`config.mk`:
```
export PLATFORM = sky130hd
export DESIGN_NAME = ram_port_master
export DESIGN_NICKNAME = d
export VERILOG_FILES = /design/src/rtl/ram_port_master.sv
export SDC_FILE = /design/constraint.sdc
export NUM_CORES = 1
export LEC_CHECK = 0
export ABC_AREA = 1
export CAP_MARGIN = 20
export CORE_UTILIZATION = 45
export DETAILED_ROUTE_END_ITERATION = 10
export GPL_TIMING_DRIVEN = 0
export PLACE_DENSITY = 0.83
export SLEW_MARGIN = 20
export SYNTH_ARGS = -nofsm -noshare
export SYNTH_HDL_FRONTEND = slang
export SYNTH_SLANG_ARGS = --single-unit
export TNS_END_PERCENT = 1
```
`constraint.sdc`:
```
create_clock -name clk -period 3.7 [get_ports clk]
set_input_delay 0.555 -clock clk [delete_from_list [all_inputs] [get_ports clk]]
set_output_delay 0.555 -clock clk [all_outputs]
set_load 0.005 [all_outputs]
```
`src/rtl/ram_port_master.sv`:
```
// ram_port_master
//
// Initiator for one RAM port. The RAM does either a write or a read per
// cycle and has a one-cycle registered read. Its output is held on write
// cycles. Client requests arrive on a valid/ready channel and drive the RAM
// directly. Read data comes back in request order through a 2-entry
// response FIFO, which absorbs backpressure on the response side. A bulk
// clear sequencer writes CLEAR_VALUE to addresses 0..NUM_WORDS-1.
//
// Ports:
//   clk          clock, all state on the rising edge
//   reset        asynchronous, active-high reset
//   req_valid    request present
//   req_ready    request accepted this cycle when req_valid & req_ready
//   req_we       1 = write, 0 = read
//   req_addr     request address
//   req_data     write data
//   rsp_valid    read response available (FIFO not empty)
//   rsp_ready    client takes the response
//   rsp_data     head of the response FIFO (0 when empty)
//   clear_start  start a bulk clear (only looked at in IDLE)
//   busy         high while the clear runs
//   clear_done   one-cycle pulse in the first IDLE cycle after a clear
//   ram_address  RAM address (combinational)
//   ram_wren     RAM write enable (combinational)
//   ram_data     RAM write data (combinational)
//   ram_out      RAM registered read data
module ram_port_master #(
  parameter int                AWIDTH      = 10,
  parameter int                NUM_WORDS   = 1024,
  parameter int                DWIDTH      = 32,
  parameter logic [DWIDTH-1:0] CLEAR_VALUE = '0
) (
  input  logic              clk,
  input  logic              reset,
  input  logic              req_valid,
  output logic              req_ready,
  input  logic              req_we,
  input  logic [AWIDTH-1:0] req_addr,
  input  logic [DWIDTH-1:0] req_data,
  output logic              rsp_valid,
  input  logic              rsp_ready,
  output logic [DWIDTH-1:0] rsp_data,
  input  logic              clear_start,
  output logic              busy,
  output logic              clear_done,
  output logic [AWIDTH-1:0] ram_address,
  output logic              ram_wren,
  output logic [DWIDTH-1:0] ram_data,
  input  logic [DWIDTH-1:0] ram_out
);

  typedef enum logic {IDLE = 1'b0, CLEAR = 1'b1} state_t;

  localparam logic [AWIDTH-1:0] LAST_ADDR = AWIDTH'(NUM_WORDS - 1);

  state_t            state_q, state_d;
  logic [AWIDTH-1:0] cnt_q, cnt_d;
  logic              done_q, done_d;
  logic              pend_q, pend_d;
  logic [1:0]        occ_q, occ_d;
  logic              rptr_q, rptr_d;
  logic              wptr_q, wptr_d;
  logic [DWIDTH-1:0] fifo_q [2];

  logic              push, pop, accept, rd_room;
  logic [2:0]        outstanding;

  assign rsp_valid = (occ_q != 2'd0);
  assign rsp_data  = rsp_valid ? fifo_q[rptr_q] : '0;
  assign busy      = (state_q == CLEAR);
  assign clear_done = done_q;

  assign pop  = rsp_valid & rsp_ready;
  // Data for the read accepted on the previous edge is now on ram_out.
  assign push = pend_q;

  // Reads in flight: entries already in the FIFO plus the one on ram_out.
  // A pop in the same cycle frees a slot before the new read lands two
  // edges later. That credit keeps back-to-back reads at one per cycle,
  // and the FIFO still never overflows.
  assign outstanding = 3'(occ_q) + 3'(pend_q);
  assign rd_room     = outstanding < (3'd2 + 3'(pop));

  assign req_ready = !reset && (state_q == IDLE) && !clear_start &&
                     (req_we || rd_room);
  assign accept    = req_valid & req_ready;

  always_comb begin
    pend_d = accept & ~req_we;
    occ_d  = occ_q + 2'(push) - 2'(pop);
    wptr_d = wptr_q ^ push;
    rptr_d = rptr_q ^ pop;
  end

  // FSM next state and RAM drive
  always_comb begin
    state_d     = state_q;
    cnt_d       = cnt_q;
    done_d      = 1'b0;
    ram_address = req_addr;
    ram_wren    = 1'b0;
    ram_data    = req_data;
    case (state_q)
      IDLE: begin
        ram_wren = accept & req_we;
        if (clear_start) begin
          state_d = CLEAR;
          cnt_d   = '0;
        end
      end
      CLEAR: begin
        ram_address = cnt_q;
        ram_wren    = 1'b1;
        ram_data    = CLEAR_VALUE;
        cnt_d       = cnt_q + 1'b1;
        if (cnt_q == LAST_ADDR) begin
          state_d = IDLE;
          cnt_d   = '0;
          done_d  = 1'b1;
        end
      end
      default: state_d = IDLE;
    endcase
  end

  // Control state
  always_ff @(posedge clk or posedge reset) begin
    if (reset) begin
      state_q <= IDLE;
      cnt_q   <= '0;
      done_q  <= 1'b0;
      pend_q  <= 1'b0;
      occ_q   <= 2'd0;
      rptr_q  <= 1'b0;
      wptr_q  <= 1'b0;
    end else begin
      state_q <= state_d;
      cnt_q   <= cnt_d;
      done_q  <= done_d;
      pend_q  <= pend_d;
      occ_q   <= occ_d;
      rptr_q  <= rptr_d;
      wptr_q  <= wptr_d;
    end
  end

  // Response storage. It has no reset because occupancy gates its visibility.
  always_ff @(posedge clk) begin
    if (push) fifo_q[wptr_q] <= ram_out;
  end

endmodule

```
Word-level counts from Yosys, hierarchy flattened --
Memories as Yosys holds them, arrays and structs flattened. Cells that the tools add are included.
Operators by class: $add $sub $neg 5, equal/unequal tests 2, $lt $le $gt $ge 1, reduce and logical (&&, ||, !) cells 7, bitwise operators 8, multiplexer cells 14
Operators with widths (count):
- $mux 32 | 2
- $mux 10 | 3
- $pmux 10 s2 | 1
- $add 10x1->10 const B | 1
- $eq 10x10->1 const B | 1
- $mux 1 | 6
- $and 1x1->1 | 4
- $pmux 1 s2 | 2
- $add 2x1->3 | 1
- $add 2x1->3 const A | 1
- $logic_and 1x1->1 | 3
- $lt 3x3->1 | 1
- $add 2x1->2 | 1
- $logic_not 1->1 | 2
- $ne 2x2->1 const B | 1
- $not 1->1 | 2
- $reduce_bool 2->1 | 1
- $sub 2x1->2 | 1
- $xor 1x1->1 | 2
- $logic_or 1x1->1 | 1
Word-level totals: memories kept 1, flip-flop bits (word level) 17, word-level logic and storage cells 45, memory bits (writable) 64, input port bits 80, output and inout bits 79
Memories:
- fifo_q | words 2, bits a word 32, rd ports 1, clocked after memory_dff 0, wr ports 1, line 64 | logic [DWIDTH-1:0] fifo_q [2];

Logic depth before layout (Yosys ltp) --
word-level depth 9, gate-level depth with buffers 9, depth with buffers taken out 9

Least setup slack after synthesis --
No wires, ideal clock.
path type input to output, start point in reset, end point out ram_wren, slack 1.973 ns, path buffers 0, stages 3, data arrival time 1.172 ns, required time 3.145 ns, path through inv_1 > nand4_1 > nand2_1
On the way: cells in the longest elaborated chain, start to end 7
RTL lines:
- start: declaration | line 35 | input logic reset,
- $logic_not 1->1 (no source line)
- $logic_and 1x1->1 (3 in series) | line 85 | assign req_ready = !reset && (state_q == IDLE) && !clear_start &&
- $and 1x1->1 | line 87 | assign accept = req_valid & req_ready;
- $and 1x1->1 | line 106 | ram_wren = accept & req_we;
- $pmux 1 s2 | line 104 | case (state_q)
- end: declaration | line 48 | output logic ram_wren,
Every way passes these cells.

Worst setup path after layout --
Same ends and word-level chain as after synthesis.

==> results.sh <==
export IMPL_clock_sinks=81
export IMPL_fin_area_um2=5684
export IMPL_path_buf_inv=3
export IMPL_area_delta_synth_final_pct=53.74
export IMPL_p_seq_frac=0.366
export IMPL_peakVddDrop_mv=0.2664
export IMPL_gp_congestion=0.8141
export IMPL_n_antenna_cell=0
export IMPL_crit_arrival_ns=2.24
export IMPL_viasPerCell=4.794
export IMPL_crit_type="in2out"
export IMPL_drive_gt1_frac=0.06859
export IMPL_finalMaxSlewViolations=0
export IMPL_yosysMostFrequentCell="nand2_1"
export IMPL_syn_num_nets=465
export IMPL_avgSynthCellArea_um2=9.781
export IMPL_slowest_stage="inv_1"
export IMPL_clock_path_buffers=2
export IMPL_start_util=0.4711
export IMPL_grt_ovfl_total=0
export IMPL_synth_largest_area_cell="edfxtp_1"
export IMPL_max_slew_worst_pin_slew_ns=0.6962
export IMPL_final_nets=636
export IMPL_clockPowerShare=0.229
export IMPL_rsz0062_at_grt="no"
export IMPL_comb_power_share=0.406
export IMPL_post_route_drc_count=0
export IMPL_ys_warn_count=0
export IMPL_yosysSeqAreaShare=0.6349
export IMPL_setup_violations=0
export IMPL_placed_cell_area_um2=5466
export IMPL_maxSlewHeadroom=0.5354
export IMPL_period_share=0.7554
export IMPL_outcome="completed"
export IMPL_clockRootBuffer="clkbuf_8"
export IMPL_async_flop_share=0.2099
export IMPL_cp_required_ns=3.14
export IMPL_tritoncts="built"
export IMPL_hold_viol=0
export IMPL_dp_cells=640
export IMPL_port_buffers=158
export IMPL_routed_wl_mm=9.234
export IMPL_worst_path_largest_cell_delay_ns=0.52
export IMPL_yosysTopAreaCellShare=0.5198
export IMPL_worst_path_max_fanout=18
export IMPL_core_area_um2=7848
export IMPL_utilization=0.7243
export IMPL_timing_setup_tns_ns=0
export IMPL_crit_path_end_kind="output port"
export IMPL_sw_frac_of_total=0.3111
export IMPL_dieArea_um2=8583
export IMPL_syn_area_um2=3697
export IMPL_io_pins=159
export IMPL_rows=32
export IMPL_postCtsSetupRepairBufs=0
export IMPL_power_leakage_uw=0.002351
export IMPL_vias=3145
export IMPL_instances_no_fill=656
export IMPL_grt_antenna_before_repair=0
export IMPL_wl_per_cell_um=14.08
export IMPL_ys_top_cells_by_count="115 x nand2_1, 64 x edfxtp_1, 48 x inv_1"
export IMPL_synth_seq_cells=81
export IMPL_yosys_top_cells_area="edfxtp_1 52%, nand2_1 12%, dfrtp_1 12%"
export IMPL_crit_path_cell_trace="clkdlybuf4s50_1, inv_1, nand4_1, nand2_1, clkdlybuf4s50_1"
export IMPL_crit_path_start_kind="input port"
export IMPL_first_global_vias=3142
export IMPL_cts_buffers=9
export IMPL_internal_power_uw=2098
export IMPL_ys_types=28
export IMPL_holdBufCountCts=0
export IMPL_ant_nets=0
export IMPL_fmax_mhz=357.8
export IMPL_synth_cells=378
export IMPL_crit_family="buffers and inverters"
export IMPL_dr_pass1_iters=4
export IMPL_htree_levels=3
export IMPL_grt_pass1_wl_mm=14.53
export IMPL_powerDensity_nw_per_um2=535.9
export IMPL_clock_skew_final_ns=0.008426
export IMPL_die_h_um=92.65
export IMPL_period_minus_slack_ns=2.795
export IMPL_power_switching_uw=947.7
export IMPL_power_total_uw=3046
export IMPL_clkTransAtPathRegs_ns=0.07
export IMPL_timing_critical_path_mode_cell="clkdlybuf4s50_1"
export IMPL_synth_edff_count=64
export IMPL_track_usage=0.2245
export IMPL_grt_max_degree=21
export IMPL_drt_initial_drc_count=105
export IMPL_synth_ff_type="edfxtp_1"
export IMPL_clock_latency_ns=0.34
export IMPL_die_w_um=92.65
export IMPL_drv_cap=0
export IMPL_min_path_type="reg2reg"
export IMPL_hpwl_mm=7.017
export IMPL_cts_resized=0
sequential cells by signal (all words and copies together), names as in the netlist:
signal	cells
occ_q	2
busy	1
pend_q	1
fifo_q	64
cnt_q	10
clear_done	1
wptr_q	1
rptr_q	1
cell families (layout without fill, tap and decap cells):
kind of cell | Yosys count | after routing | share of synthesized area
AOI/OAI and AO/OA | 48 | 48 | 0.06735
xor gates and xnor gates | 7 | 7 | 0.01658
adders and majority gates | 7 | 7 | 0.02369
buffers and inverters | 68 | 244 | 0.07479
DFF | 81 | 81 | 0.6349
and+or+nand+nor | 167 | 167 | 0.1827
stage by stage:
stage          hold slack (ns)  setup WS, ns
3_5_place_dp            0.5263        0.8351
2_1_floorplan           0.4703         1.973
3_3_place_gp            0.4929        0.8551
6_report                0.5358        0.9051
4_1_cts                 0.5453        0.8511
5_1_grt                 0.5856        0.7614
layer usage:
layer	up-vias	part of all wire	GRT usage
met5	-	0	0
met4	0	0.012	0.08077
met3	8	0.071	0.05911
met2	123	0.54	0.4179
met1	1466	0.38	0.2438
li1	1548	-	-
layout make-up:
| type | count | area, µm² |
|---|---|---|
| clock buffers | 10 | 127.6 |
| clock inverters | 6 | 90.09 |
| repair buffers | 160 | 1637 |
| fillers | 545 | 2163 |
| well taps | 102 | 127.6 |
| flip-flops and latches | 81 | 2347 |
| inverters | 52 | 196.4 |
| plain buffers | 16 | 80.08 |
| multi-input cells | 229 | 1079 |
worst reg2reg max path, delay by kind of cell (launching register included):
family	cells	cell delay (ns)
flip-flops	1	0.39
buffers and inverters	3	0.17
adder cells (fa/ha/maj)	2	0.44
AND/OR/NAND/NOR	2	0.20
XOR/XNOR	2	0.33
final timing paths:
path,start,endpoint,slack [ns],depth (start not counted)
worst max register to register,occ_q[1],occ_q[1],2.12,9
max in group asynchronous,reset,cnt_q[9],2.61,2
worst max-delay path,reset,ram_wren,0.91,5
min in group asynchronous,reset,pend_q,0.65,2
worst min register to register,cnt_q[7],cnt_q[7],0.54,2
worst min-delay path,cnt_q[7],cnt_q[7],0.54,2
power groups by stage:
stage               combinational [µW]  clock (µW)  sequential (µW)
floorplan                          560           0             1120
global placement                  1210           0             1130
detailed placement                1240           0             1130
CTS                               1250         709             1110
global route                      1350         739             1120
finish                            1240         696             1110
layout by cell type (no fill, tap or decap), types with 2 or more instances in the layout:
| master | n |
|---|---|
| clkbuf_8 | 9 |
| xor2_1 | 4 |
| bufinv_16 | 2 |
| nor2_1 | 39 |
| inv_1 | 48 |
| a21oi_1 | 35 |
| clkdlybuf4s50_1 | 158 |
| ha_1 | 5 |
| o21ai_0 | 8 |
| nand4_1 | 2 |
| clkbuf_1 | 6 |
| dfrtp_1 | 17 |
| buf_2 | 10 |
| edfxtp_1 | 64 |
| xnor2_1 | 3 |
| nand3_1 | 4 |
| clkinv_4 | 2 |
| nand2_1 | 115 |
| clkinv_1 | 3 |
| buf_16 | 2 |
| nand2_2 | 3 |
| ha_2 | 2 |
No activity file was read; power rests on OpenSTA's default activity.
